## src/rtl/pipe_ctrl_pkg.sv

```systemverilog
// Shared constants and types for the 5-stage pipeline controller.
package pipe_ctrl_pkg;

  localparam int STALL_W = 6;

  // Per-stage hold vectors: [0]pc [1]if_id [2]id_ex [3]ex_mem [4]mem_wb [5]wb
  localparam logic [STALL_W-1:0] STALL_NONE = 6'b000000;
  localparam logic [STALL_W-1:0] STALL_ID   = 6'b000111;  // hold front end, bubble into EX
  localparam logic [STALL_W-1:0] STALL_EX   = 6'b001111;  // hold through EX, bubble into MEM

  localparam logic [31:0] ZERO_WORD = 32'h0000_0000;

  typedef enum logic [1:0] {
    S_RUN    = 2'd0,
    S_EXWAIT = 2'd1,
    S_FLUSH  = 2'd2
  } ctrl_state_e;

endpackage

```

## src/rtl/pipe_ctrl.sv

```systemverilog
// Pipeline controller: merges ID load-use stalls, EX multi-cycle stalls and
// flush requests into a per-stage stall vector, a flush strobe with redirect
// PC, and a saturating stalled-cycle counter.
module pipe_ctrl
  import pipe_ctrl_pkg::*;
#(
  parameter int CNT_W  = 6,
  parameter int PERF_W = 32
) (
  input  logic               clk,
  input  logic               rst,
  input  logic               stallreq_id,
  input  logic               ex_multi_start,
  input  logic [CNT_W-1:0]   ex_multi_cycles,
  input  logic               flush_req,
  input  logic [31:0]        flush_pc,
  output logic [STALL_W-1:0] stall,
  output logic               flush,
  output logic [31:0]        new_pc,
  output logic               ex_busy,
  output logic [PERF_W-1:0]  stall_cycles
);

  localparam logic [CNT_W-1:0]  CNT_ONE   = CNT_W'(1);
  localparam logic [CNT_W-1:0]  CNT_TWO   = CNT_W'(2);
  localparam logic [CNT_W-1:0]  CNT_THREE = CNT_W'(3);
  localparam logic [PERF_W-1:0] PERF_MAX  = {PERF_W{1'b1}};

  ctrl_state_e      state;
  ctrl_state_e      state_next;
  logic [CNT_W-1:0] cnt;

  // An op of length N>=2 started from S_RUN stalls EX; N>=3 needs the wait state.
  logic multi_go;
  logic long_op;

  assign multi_go = (state == S_RUN) && ex_multi_start && (ex_multi_cycles >= CNT_TWO);
  assign long_op  = multi_go && (ex_multi_cycles >= CNT_THREE);

  // State register.
  always_ff @(posedge clk) begin
    // NOTE: sequential state always uses non-blocking assignment so every flop
    // samples the pre-edge values regardless of statement order.
    if (rst) state <= S_RUN;
    else     state <= state_next;
  end

  // Next-state logic; a flush request overrides every other transition.
  always_comb begin
    // NOTE: default assignment first so no path through the block leaves the
    // variable unassigned, which would infer a latch.
    state_next = state;
    unique case (state)
      S_RUN:    if (long_op) state_next = S_EXWAIT;
      S_EXWAIT: if (cnt <= CNT_ONE) state_next = S_RUN;
      S_FLUSH:  state_next = S_RUN;
      default:  state_next = S_RUN;
    endcase
    if (flush_req) state_next = S_FLUSH;
  end

  // Output decode: flush outranks EX stall, EX stall outranks ID stall.
  always_comb begin
    stall   = STALL_NONE;
    ex_busy = 1'b0;
    if (!rst) begin
      ex_busy = (state == S_EXWAIT) || multi_go;
      if (flush_req || (state == S_FLUSH))  stall = STALL_NONE;
      else if (ex_busy)                     stall = STALL_EX;
      else if (stallreq_id)                 stall = STALL_ID;
      else                                  stall = STALL_NONE;
    end
  end

  // EX wait downcounter: loaded with N-2 so S_EXWAIT plus the start cycle give N-1 stalls.
  always_ff @(posedge clk) begin
    if (rst || flush_req)        cnt <= '0;
    else if (long_op)            cnt <= ex_multi_cycles - CNT_TWO;
    else if (state == S_EXWAIT)  cnt <= cnt - CNT_ONE;
  end

  // Flush strobe and redirect target, one cycle after each flush_req cycle.
  always_ff @(posedge clk) begin
    if (rst) begin
      flush  <= 1'b0;
      new_pc <= ZERO_WORD;
    end else begin
      flush <= flush_req;
      if (flush_req) new_pc <= flush_pc;
    end
  end

  // Saturating count of cycles in which the PC was held.
  always_ff @(posedge clk) begin
    if (rst)                                      stall_cycles <= '0;
    else if (stall[0] && (stall_cycles != PERF_MAX)) stall_cycles <= stall_cycles + 1'b1;
  end

endmodule

```

## config.mk

```make
export PLATFORM = sky130hd
export DESIGN_NAME = pipe_ctrl
export DESIGN_NICKNAME = d
export VERILOG_FILES = /design/src/rtl/pipe_ctrl_pkg.sv /design/src/rtl/pipe_ctrl.sv
export SDC_FILE = /design/constraint.sdc
export NUM_CORES = 1
export LEC_CHECK = 0
export BUFFER_PORTS_ARGS = -buffer_cell sky130_fd_sc_hd__buf_2
export CORE_UTILIZATION = 54
export CTS_CLUSTER_DIAMETER = 120
export DETAILED_ROUTE_END_ITERATION = 10
export PLACE_DENSITY = 0.86
export SYNTH_ARGS = -nofsm -noshare
export SYNTH_HDL_FRONTEND = slang
export SYNTH_SLANG_ARGS = --single-unit
```

## constraint.sdc

```tcl
create_clock -name clk -period 6.2 [get_ports clk]
set_input_delay 1.24 -clock clk [delete_from_list [all_inputs] [get_ports clk]]
set_output_delay 1.24 -clock clk [all_outputs]
set_load 0.01 [all_outputs]
```

==> impl_results.md <==
* Status: complete, no violations
* Clk root buf: clkbuf_8
* Die Y-Extent at 81.87 um
* Largest net degree at the start of global routing at 70
* CTS Buf Count at 9
* #FFs+latches synth at 73
* CTS H-tree depth at 3
* Fin Clk Skew at 0.008457 ns
* Synth Instances at 390
* NumNets Final at 537
* CTS tree: built
* Setup repair after global routing missed its margin: false
* Syn Area/Cell at 8.832 um^2
* Gpl congestion at 0.8250
* CTS max path bufs at 2
* Crit-path max FO at 35
* Slew Viols, Final at 0
* Gr usage total at 0.2551
* Global route total overflow at 0
* Kind of critical path: in2out
* Clock group share of total power at 0.408
* First-pass GRT wire length at 13100 um
* Uppermost routed layer: met4
* Worst slew margin at 0.3486
* Area of the die at 6702 um^2
* Worst setup EP type: output pin
* WHS Endpoint: new_pc[10]
* Initial Utilization at 0.5716
* Die X at 81.87 um
* Hold_ws at 0.4931 ns
* Yosys Warn Count at 0
* Worst skew pair latency at 0.35 ns
* Seq pwr share at 0.493
* Crit path DAT at 3.33 ns
* IO Pins at 115
* Register area share after synthesis at 0.4243
* Final setup viols at 0
* Core box area at 6026 um^2
* Drt total wl at 8169 um
* Initial DRT Pass Iterations at 5
* Comb power frac at 0.100
* Layout cells sized above 1 at 0.2935
* Minimum clock period at 4.575 ns
* Net Switching at 0.2494 mW
* Distinct cells, synth at 45
* Synthesized cell area at 3445 um^2
* Hold Path Class: reg2reg
* Drc violations at 0
* Avg WL per Cell at 14.36 um
* Hold path start: new_pc[10]
* Hold Path Cell Cnt at 2
* Number of max-cap violations at 0
* CP required at 4.96 ns
* Reg-to-reg critical path startpoint: state[0]
* Cell Count Post-Placement at 554
* Startpoint types: input pin
* Peak VDD IR at 220.5 uV
* Hold-fix buffers at CTS at 0
* Ant. Diodes at 0
* # port buffers at 112
* Setup bufs post-CTS at 0
* Post-synthesis async set-or-reset flop share at 0
* Total negative setup slack at 0 ns
* Initial antenna violation count at 0
* Synthesis-to-layout area growth at 21.98%
* RR Endpoint: stall_cycles[6]
* Worst R2R Path Depth at 5
* Hpwl dp at 5844 um
* Row cnt at 28
* Initial DRC count at 239
* Switching Fraction at 0.2484
* R2R Setup Slk at 3.66 ns
* Worst-margin pin slew at 0.9726 ns
* Met2 wire length at 3763 um
* DR vias at 3270
* Final Hold Vio Count at 0
* Antenna-violating nets left at 0
* Leak pwr at 1.887 nW
* Vias in the first global route at 2970
* Metal-1 WL at 3636 um
* Final worst path period share at 0.7378
* Post-CTS Resized at 0
* Drt via density at 5.747
* Predominant post-synthesis flop cell: dfxtp_1
* Peak Freq at 218.6 MHz
* CTS sink cnt at 73
* Clk slew on worst S/H paths at 0.08 ns
* Met3 routed WL at 602 um
* Pwr Density at 239.0 nW/um^2
* Number of synthesized flops with an enable pin at 0
* P_int at 0.7547 mW
* Cell Count, Final, Fillers Out at 569
==> cells by family (layout without fill, tap and decap cells) <==
group	Yosys count	after routing	synth area share
mux	40	40	0.1188
simple gates	162	162	0.2445
fa+ha+maj	4	4	0.01453
buf+inv	37	140	0.05049
other cells	1	2	0.001089
xor+xnor	6	6	0.01526
flops	73	73	0.4243
compound gates	67	67	0.1311
==> how the worst max path moves through the flow <==
stage	start	endpoint	cells after the start
after floorplan	flush_req	stall[1]	9
after global placement	flush_req	stall[0]	6
after detailed placement	flush_req	stall[1]	6
after CTS	flush_req	stall[1]	6
after global routing	flush_req	stall[0]	6
final	flush_req	stall[1]	6
==> synthesized netlist by cell type, drive strengths merged (2+ instances only) <==
cell,instances,area (um^2)
buf,16,95.09
nor2b,9,56.30
o41ai,6,52.55
ha,4,50.05
nor2,54,202.7
a31oi,3,18.77
nand3,14,70.07
and3,3,18.77
inv,11,41.29
o311ai,9,78.83
nor4,9,56.30
or4,13,101.4
dfxtp,73,1461
o31ai,10,75.07
nand4,8,65.06
or3,11,68.82
nand2,22,82.58
mux2i,33,330.3
mux2,7,78.83
clkbuf,10,37.54
a211oi,3,22.52
xnor2,2,17.52
nor3,8,45.04
a21oi,21,105.1
xor2,4,35.03
o21ai,9,45.04
or2,7,43.80
==> power by group through the flow <==
stage	clock network, mW	registers [mW]	logic [mW]
2_1_floorplan	0	0.510	0.0564
3_3_place_gp	0	0.505	0.0969
3_5_place_dp	0	0.505	0.100
4_1_cts	0.416	0.494	0.101
5_1_grt	0.435	0.496	0.111
6_report	0.410	0.495	0.0999
==> layer usage <==
metal | track usage | vias up
met2 | 0.4099 | 124
met5 | 0 | -
met1 | 0.3121 | 1511
met4 | 0.1053 | 0
met3 | 0.08333 | 20
li1 | - | 1615
==> area by class of cell <==
class | instances | area, um^2
timing repair buffer | 114 | 575.6
fill | 511 | 1824
multi-input combinational | 281 | 1813
sequential | 73 | 1461
tap | 75 | 93.84
clock buffer | 9 | 123.9
clock inverter | 6 | 92.59
inverter | 11 | 41.29
==> cells in the final DEF, fill, tap and decap left out, types with 7 or more instances in the layout <==
cell type / netlist / final
buf_2: 4 / 112
dfxtp_1: 73 / 73
nor2b_1: 9 / 9
nor3_1: 7 / 7
o311ai_0: 9 / 9
nand4_1: 7 / 7
nand3_1: 14 / 14
o31ai_1: 10 / 10
nor4_1: 9 / 9
clkbuf_8: 0 / 9
o21ai_0: 9 / 9
mux2i_1: 33 / 33
nor2_1: 54 / 54
or4_1: 12 / 12
inv_1: 11 / 11
or3_1: 11 / 11
a21oi_1: 21 / 21
nand2_1: 22 / 22
mux2_2: 7 / 7
==> metrics by stage <==
stage / power [mW] / area, um^2 / utilization / setup WS (ns)
4_1_cts: 1.011 / 4202 / 0.6973 / 1.640
5_1_grt: 1.042 / 4202 / 0.6973 / 1.476
2_1_floorplan: 0.5667 / 3448 / - / 2.047
3_3_place_gp: 0.6014 / 3985 / 0.6613 / 1.757
3_5_place_dp: 0.6052 / 3985 / 0.6613 / 1.647
6_report: 1.004 / 4202 / 0.6973 / 1.625
==> flip-flops by register name, indices dropped and copies added (netlist names) <==
signal / count
new_pc: 32
stall_cycles: 32
cnt: 6
state: 2
flush: 1
==> worst max-delay path: stages <==
cell	delay, ns
buf_2	0.40
or2_2	0.54
a21oi_1	0.33
nand2_1	0.47
inv_1	0.20
buf_2	0.15
Power figures use the tool's default switching activity.
